[src/rtl/data_cache_pkg.sv]
// Shared definitions for the direct-mapped, write-through data cache.
//   state_t   : cache controller FSM states
//   LINES_DEF : default number of one-word lines
package data_cache_pkg;

  localparam int LINES_DEF = 16;

  typedef enum logic [1:0] {
    IDLE    = 2'd0,
    RD_MISS = 2'd1,
    WR_THRU = 2'd2
  } state_t;

endpackage

[src/rtl/data_cache_array.sv]
// Line storage for the data cache: per-line valid bit, tag and one data word.
// One synchronous write port (always marks the line valid) and one
// asynchronous read port.
// Ports:
//   clk, rst            : clock, synchronous active-high reset (clears valid bits only)
//   we, wr_idx          : write enable and line index to write
//   wr_tag, wr_data     : tag and data word stored on write
//   rd_idx              : line index to read
//   rd_valid/tag/data   : contents of line rd_idx (combinational)
module dcache_array #(
  parameter int LINES = 16,
  parameter int IDX_W = $clog2(LINES),
  parameter int TAG_W = 30 - IDX_W
) (
  input  logic             clk,
  input  logic             rst,
  input  logic             we,
  input  logic [IDX_W-1:0] wr_idx,
  input  logic [TAG_W-1:0] wr_tag,
  input  logic [31:0]      wr_data,
  input  logic [IDX_W-1:0] rd_idx,
  output logic             rd_valid,
  output logic [TAG_W-1:0] rd_tag,
  output logic [31:0]      rd_data
);

  logic [LINES-1:0] r_valid;
  logic [TAG_W-1:0] r_tag  [LINES];
  logic [31:0]      r_data [LINES];

  // Only the valid bits need reset; tag and data are qualified by valid.
  always_ff @(posedge clk) begin
    if (rst) begin
      r_valid <= '0;
    end else if (we) begin
      r_valid[wr_idx] <= 1'b1;
    end
  end

  always_ff @(posedge clk) begin
    if (we) begin
      r_tag[wr_idx]  <= wr_tag;
      r_data[wr_idx] <= wr_data;
    end
  end

  assign rd_valid = r_valid[rd_idx];
  assign rd_tag   = r_tag[rd_idx];
  assign rd_data  = r_data[rd_idx];

endmodule

[src/rtl/data_cache.sv]
// Direct-mapped, one-word-per-line data cache. Reads allocate on miss;
// stores are write-through, no-write-allocate (a store hit also updates
// the line). Read hits return data combinationally with no stall.
// Ports:
//   clk, rst                 : clock, synchronous active-high reset
//   cpu_adr, cpu_wdata       : CPU byte address (bits [1:0] ignored), store data
//   cpu_read, cpu_write      : CPU load / store request (both high = store)
//   cpu_rdata, cpu_stall     : load data (0 unless a hit is returned), hold request
//   mem_adr, mem_wdata       : backing memory word address / store data
//   mem_read, mem_write      : backing memory requests
//   mem_rdata, mem_ready     : backing memory response, ready = transfer done
//   hit_cnt, miss_cnt        : saturating read hit/miss counters, present only
//                              when macro DCACHE_STATS_EN is defined
module data_cache
  import data_cache_pkg::*;
#(
  parameter int LINES = LINES_DEF
) (
  input  logic        clk,
  input  logic        rst,
  input  logic [31:0] cpu_adr,
  input  logic [31:0] cpu_wdata,
  input  logic        cpu_read,
  input  logic        cpu_write,
  output logic [31:0] cpu_rdata,
  output logic        cpu_stall,
  output logic [31:0] mem_adr,
  output logic [31:0] mem_wdata,
  output logic        mem_read,
  output logic        mem_write,
  input  logic [31:0] mem_rdata,
  input  logic        mem_ready
`ifdef DCACHE_STATS_EN
  ,
  output logic [31:0] hit_cnt,
  output logic [31:0] miss_cnt
`endif
);

  localparam int IDX_W = $clog2(LINES);
  localparam int TAG_W = 30 - IDX_W;

  state_t           r_state;
  logic             r_wr_done;

  logic [IDX_W-1:0] w_idx;
  logic [TAG_W-1:0] w_tag;
  logic             w_rd_valid;
  logic [TAG_W-1:0] w_rd_tag;
  logic [31:0]      w_rd_data;
  logic             w_hit;
  logic             w_rd_req;
  logic             w_wr_start;
  logic             w_fill;
  logic             w_we;
  logic [31:0]      w_line_data;
  logic             w_unused;

  assign w_idx    = cpu_adr[IDX_W+1:2];
  assign w_tag    = cpu_adr[31:IDX_W+2];
  assign w_unused = &{1'b0, cpu_adr[1:0]};

  assign w_hit    = w_rd_valid && (w_rd_tag == w_tag);
  // A simultaneous read+write is a store, so a read request excludes write.
  assign w_rd_req = cpu_read && !cpu_write;

  // r_wr_done marks the single release cycle after a write-through, during
  // which the CPU still presents the finished store and must not restart it.
  assign w_wr_start  = (r_state == IDLE) && cpu_write && !r_wr_done;
  assign w_fill      = (r_state == RD_MISS) && mem_ready;
  assign w_we        = w_fill || (w_wr_start && w_hit);
  assign w_line_data = w_fill ? mem_rdata : cpu_wdata;

  dcache_array #(
    .LINES (LINES),
    .IDX_W (IDX_W),
    .TAG_W (TAG_W)
  ) u_array (
    .clk      (clk),
    .rst      (rst),
    .we       (w_we),
    .wr_idx   (w_idx),
    .wr_tag   (w_tag),
    .wr_data  (w_line_data),
    .rd_idx   (w_idx),
    .rd_valid (w_rd_valid),
    .rd_tag   (w_rd_tag),
    .rd_data  (w_rd_data)
  );

  assign mem_adr   = {cpu_adr[31:2], 2'b00};
  assign mem_wdata = cpu_wdata;

  // Outputs are decoded from state and the live request so a hit costs no
  // cycle and a miss stalls in the same cycle it is seen.
  always_comb begin
    cpu_stall = 1'b0;
    cpu_rdata = '0;
    mem_read  = 1'b0;
    mem_write = 1'b0;
    case (r_state)
      IDLE: begin
        if (cpu_write) begin
          cpu_stall = !r_wr_done;
        end else if (cpu_read) begin
          if (w_hit) begin
            cpu_rdata = w_rd_data;
          end else begin
            cpu_stall = 1'b1;
          end
        end
      end
      RD_MISS: begin
        cpu_stall = 1'b1;
        mem_read  = 1'b1;
      end
      WR_THRU: begin
        cpu_stall = 1'b1;
        mem_write = 1'b1;
      end
      default: ;
    endcase
  end

  always_ff @(posedge clk) begin
    if (rst) begin
      r_state   <= IDLE;
      r_wr_done <= 1'b0;
    end else begin
      case (r_state)
        IDLE: begin
          r_wr_done <= 1'b0;
          if (w_wr_start) begin
            r_state <= WR_THRU;
          end else if (w_rd_req && !w_hit) begin
            r_state <= RD_MISS;
          end
        end
        RD_MISS: begin
          if (mem_ready) r_state <= IDLE;
        end
        WR_THRU: begin
          if (mem_ready) begin
            r_state   <= IDLE;
            r_wr_done <= 1'b1;
          end
        end
        default: r_state <= IDLE;
      endcase
    end
  end

`ifdef DCACHE_STATS_EN
  logic        r_fill_done;
  logic [31:0] r_hit_cnt;
  logic [31:0] r_miss_cnt;
  logic        w_hit_evt;
  logic        w_miss_evt;

  // The hit that completes a just-filled miss belongs to that miss request.
  assign w_hit_evt  = (r_state == IDLE) && w_rd_req && w_hit && !r_fill_done;
  assign w_miss_evt = (r_state == IDLE) && w_rd_req && !w_hit;

  always_ff @(posedge clk) begin
    if (rst) begin
      r_fill_done <= 1'b0;
      r_hit_cnt   <= '0;
      r_miss_cnt  <= '0;
    end else begin
      r_fill_done <= w_fill;
      if (w_hit_evt && (r_hit_cnt != '1))   r_hit_cnt  <= r_hit_cnt + 32'd1;
      if (w_miss_evt && (r_miss_cnt != '1)) r_miss_cnt <= r_miss_cnt + 32'd1;
    end
  end

  assign hit_cnt  = r_hit_cnt;
  assign miss_cnt = r_miss_cnt;
`endif

endmodule

[config.mk]
export PLATFORM = sky130hd
export DESIGN_NAME = data_cache
export DESIGN_NICKNAME = d
export VERILOG_FILES = /design/src/rtl/data_cache_pkg.sv /design/src/rtl/data_cache_array.sv /design/src/rtl/data_cache.sv
export SDC_FILE = /design/constraint.sdc
export NUM_CORES = 1
export LEC_CHECK = 0
export ABC_AREA = 1
export CORE_MARGIN = 10
export CORE_UTILIZATION = 42
export DETAILED_ROUTE_END_ITERATION = 8
export PLACE_DENSITY = 0.57
export SETUP_SLACK_MARGIN = 0.4
export SLEW_MARGIN = 20
export SYNTH_ARGS = -nofsm -noshare
export SYNTH_HDL_FRONTEND = slang
export SYNTH_SLANG_ARGS = --single-unit
[constraint.sdc]
create_clock -name clk -period 7.05 [get_ports clk]
set_input_delay 1.0575 -clock clk [delete_from_list [all_inputs] [get_ports clk]]
set_output_delay 1.0575 -clock clk [all_outputs]
set_load 0.05 [all_outputs]
## Word level (Yosys, flattened, before mapping)

Memories as Yosys holds them, arrays and structs flattened.
Index checks and enable logic that the tools add are counted.

- $lt $le $gt $ge: 2
- Equal/unequal tests: 6
- Muxes and demuxes: 23
- Bitwise gates (word level): 1
- Reduce and logical (&&, ||, !) cells: 17

Operators with widths:

| operator | number |
|---|---|
| $mux 32 | 5 |
| $eq 26x26->1 | 1 |
| $or 16x16->16 | 1 |
| $mux 1 | 10 |
| $logic_and 1x1->1 | 8 |
| $mux 2 | 3 |
| $lt 4x5->1 const B | 1 |
| $bmux 1 s4 | 1 |
| $demux 1 s4 | 1 |
| $ge 4x1->1 const B | 1 |
| $pmux 1 s2 | 2 |
| $pmux 2 s2 | 1 |
| $reduce_and 2->1 | 2 |
| $logic_not 1->1 | 3 |
| $ne 3x2->1 const B | 1 |
| $eq 2x1->1 const B | 1 |
| $eq 2x2->1 const B | 1 |
| $logic_not 2->1 | 1 |
| $ne 2x1->1 const B | 1 |
| $ne 2x2->1 const B | 1 |
| $reduce_bool 2->1 | 1 |
| $reduce_or 2->1 | 1 |
| $logic_or 1x1->1 | 1 |

- Bits in registers: 19
- Bits in writable memories: 928
- Input port bits: 101
- Word-level logic and storage cells: 54
- Memories kept: 2

Memories:

| memory | depth | width | rd ports | clocked after memory_dff | wr ports | line | text |
|---|---|---|---|---|---|---|---|
| u_array.r_data | 16 | 32 | 1 | 0 | 1 | data_cache_array.sv:29 | `logic [31:0] r_data [LINES];` |
| u_array.r_tag | 16 | 26 | 1 | 0 | 1 | data_cache_array.sv:28 | `logic [TAG_W-1:0] r_tag [LINES];` |

## Logic depth before layout (Yosys ltp)

- Word-level depth: 8
- Gate-level depth with buffers: 23
- Gate-level depth less buffers: 20

## Cells and area by module

A second synthesis with hierarchy kept.

- Cell total of the unflattened synthesis: 4248
- Area total of the unflattened synthesis: 42627.1 um2

By module, submodules not included:

| module | instances | cells an instance | area each (um2) |
|---|---|---|---|
| dcache_array | 1 | 3866 | 40276.1 |
| data_cache | 1 | 382 | 2351.0 |

## Least setup slack after synthesis

Ideal clock, no wire load.

- Path type: input -> output
- From: input cpu_adr[2]
- To: output cpu_rdata[12]
- Data arrival time: 3.727 ns
- Data required time: 5.992 ns
- Slack: 2.266 ns
- Cell stages on the path: 17
- Buffers on the path: 4
- Cells stage by stage: buf_6 > inv_4 > buf_12 > nor2_8 > buf_4 > a22oi_1 > nand2_1 > nand2_1 > nand2_1 > nor2_1 > nand2_1 > nor2_1 > nand3_1 > nor2_2 > nand2_1 > clkbuf_1 > nor3_1

- Word-level cells in the longest chain between the ends: 7
- Elaborated cells between the ends (all ways): 10

Ends and longest elaborated chain:

| element | line | text |
|---|---|---|
| start, declared | data_cache.sv:21 | `input logic [31:0] cpu_adr,` |
| $mem_v2 16x26 or $bmux 1 s4 (tied branches) | - |  |
| $eq 26x26->1 or $mux 1 (tied branches) | data_cache.sv:63, data_cache_array.sv:47 |  |
| $logic_and 1x1->1 | data_cache.sv:63 | `assign w_hit = w_rd_valid && (w_rd_tag == w_tag);` |
| $mux 32 (*) | data_cache.sv:106 | `if (w_hit) begin` |
| $mux 32 (*) | data_cache.sv:105 | `end else if (cpu_read) begin` |
| $mux 32 (*) | data_cache.sv:103 | `if (cpu_write) begin` |
| $mux 32 (*) | data_cache.sv:101 | `case (r_state)` |
| end, declared | data_cache.sv:25 | `output logic [31:0] cpu_rdata,` |

Every way passes the cells marked *; elsewhere a longest branch is shown, timed or not. The select of a mux whose other input is x is not followed.

## Final worst setup path

- From: input cpu_adr[5]
- To: output cpu_rdata[27]

The elaborated chain is that of the path after synthesis.

==> out/metrics.cfg <==
[layout]
final_layout_size_suffix_gt1_share_pct = 10.6
syn_to_final_growth_pct = 17.5
final_area_mm2 = 0.0445
n_antenna_cell = 0
finalNetCount = 3228
final_cells = 4379

[floorplanning]
ios = 200
die-area_mm2 = 0.103
num_rows = 110
core_mm2 = 0.0897
start_util_pct = 42.2
die_x_um = 320
die_h_um = 320

[placement]
pre_cts_ws_ps = 1280
place.detailed.hpwl_mm = 55.1
gp_congestion = 0.801
portBuffers = 195
post-place-cells = 4197
placed_cell_area_mm2 = 0.0414

[cts]
cts.sink_count = 947
clk_latency_ps = 670
numCtsBuffers = 99
ctsRootBufferMaster = clkbuf_16
cts_setup_buffers = 0
htree_num_levels = 3
clock_path_buffers = 3
cts_hold_buf = 0
post_cts_resized = 0
cts_tree = done
clk_pin_slew_ps = 60

[status]
outcome = finished clean

[sta]
fin_crit_ps = 5840
fin_tns_setup_ps = 0
report.final.slew_viol_count = 0
setup_viol = 0
rsz0062_at_grt = false
setup_ws_ps = 1210
final-hold-violation-count = 0
fmax_ghz = 0.171
fin_crit_sh_pct = 82.8
whs_ps = 453
relSlewSlack_pct = 31.7
fin_skew_ps = 25.1
worstMarginPinSlew_ps = 1020

[power]
vdd_drop_max_mv = 0.218
powerDensity_mw_per_mm2 = 277
p_leak_nw = 15.6

[global_route]
grt_max_degree = 89
grt_overflow_total = 0
grt_use_total_pct = 18.9
grt_antenna_before_repair = 0
grt_first_pass_wirelength_mm = 149
grt_pass1_vias = 23700

[logic_synthesis]
synth_flop_cell = edfxtp_1
synth_area_mm2 = 0.0379
synth_seq_area_share_pct = 74.6
synth_cell_types = 40
synth_cells = 2954
yosysWarnings = 0
synth_edf_count = 928
avgSynthCellArea_um2 = 12.8
ys_seq_elements = 947
async_reset_ff_share_pct = 0

[worst_setup_path]
crit_path_start_kind = input pin
r2r_cells = 18
cp-end-kind = output pin
cp.required_ps = 5990
cp_max_fo = 36
arrival_ps = 4780
critical_path_class = input pin to output pin

[worst_hold_path]
min_path_cells = 2
hold_class = flip-flop to flip-flop

[detailed_routing]
viasPerCell = 5.38
finalWirelength_mm = 99.4
routed-via-count = 23600
wl_per_cell_um = 22.7
antenna_left = 0
drtPass1Iterations = 6
drcViolationCount = 0
drtIter0Drc = 2048

[flow_run]
max-cap-violations = 0

==> cell families (layout without fill, tap and decap cells) <==
| kind of cell | count (synthesis) | in the layout | share of synthesized area (%) |
|---|---|---|---|
| AND/OR/NAND/NOR | 1249 | 1249 | 13.3 |
| flip-flops | 947 | 947 | 74.6 |
| AO/OA/AOI/OAI | 430 | 430 | 6.84 |
| buffers and inverters | 291 | 539 | 4.18 |
| multiplexers | 32 | 32 | 0.952 |
| adder cells (fa/ha/maj) | 4 | 4 | 0.132 |
| other | 1 | 2 | 0.00990 |
==> critical path, cell delays in order <==
cell	delay, ps
clkdlybuf4s50_1	640
nand2_1	150
inv_2	760
nand2_1	110
nand2_1	110
o21ai_0	70
nand2_1	150
nand2_1	130
nor2_1	130
nand2_1	70
nor2_1	320
nand2_1	110
buf_4	250
nor3_1	470
buf_12	210
==> synth_stat cells (3+ instances only) <==
library cell    n  area [um2]
nand2_1       977        3670
buf_6          20         225
edfxtp_1      928       27900
buf_2          27         135
nand3_2        11         110
o22ai_1       228        1430
nor3_1         18        90.1
o21bai_1        9        67.6
nor2_1        133         499
nand3_1        56         280
nor4_1          3        18.8
a22oi_1         5        37.5
o21ai_0       110         551
o21ai_1         6        30.0
mux2_2         32         360
o221ai_1       14         123
clkbuf_1       82         308
buf_1          15        56.3
inv_1          70         263
ha_1            4        50.1
buf_4          72         541
nand3b_1        6        45.0
a21oi_1        40         200
o22a_1         14         123
nand4_1        34         213
dfxtp_1        19         380
==> metal layers <==
layer,part of all wire [%],vias up,global-route usage [%]
li1,-,10900,-
met1,42,11700,24.9
met2,49,787,32.1
met3,6.6,145,3.29
met4,2.1,0,4.77
met5,0,-,0
==> final timing paths <==
path,startpoint,endpoint,slack [ps]
max,cpu_adr[5],cpu_rdata[27],1210
min,u_array.r_valid[15]$_SDFFE_PP0N_,u_array.r_valid[15]$_SDFFE_PP0N_,450
max reg2reg,u_array.r_tag[1][1]$_DFFE_PP_,u_array.r_data[8][11]$_DFFE_PP_,3630
min reg2reg,u_array.r_valid[15]$_SDFFE_PP0N_,u_array.r_valid[15]$_SDFFE_PP0N_,450
==> registers in the layout, summed over array words and instances (netlist names) <==
| signal | flops |
|---|---|
| r_state | 2 |
| u_array.r_tag | 416 |
| u_array.r_data | 512 |
| r_wr_done | 1 |
| u_array.r_valid | 16 |
==> layout by cell type (no fill, tap or decap), drive strengths merged <==
master and count:
nand3b 6, clkdlybuf4s50 160, nor2 138, or2 1, o21ai 116, o2111ai 2, o221ai 14, o211ai 1
ha 4, nor3b 2, clkinv 57, o22a 14, nand4 34, o21bai 9, nor2b 1, clkbuf 128
clkinvlp 4, a22oi 5, inv 60, o22ai 228, buf 125, conb 2, bufinv 5, nor3 18
mux2 32, a21oi 40, a31oi 1, edfxtp 928, nand3 67, dfxtp 19, nand2 979, nor4 3
==> metrics by stage <==
stage / power, mW / utilization [%]
6_report: 12.3 / 49.6
3_5_place_dp: 7.46 / 46.1
2_1_floorplan: 7.08 / -
4_1_cts: 12.4 / 49.6
3_3_place_gp: 7.43 / 46.1
5_1_grt: 12.7 / 49.6
==> power breakdown <==
| part | internal, mW | switching [mW] | total (mW) |
|---|---|---|---|
| logic | 0.291 | 0.707 | 0.998 |
| clock network | 2.85 | 2.13 | 4.98 |
| registers | 6.32 | 0.0178 | 6.34 |
| total | 9.46 | 2.85 | 12.3 |
==> layout make-up <==
type / count / area (um2)
clock buffer: 128 / 2660
clock inverter: 53 / 458
fill: 7664 / 45200
inverter: 73 / 309
multi-input combinational: 1717 / 8070
sequential: 947 / 28200
tap: 1176 / 1470
timing repair buffer: 285 / 3290
Power figures use the tool's default switching activity.
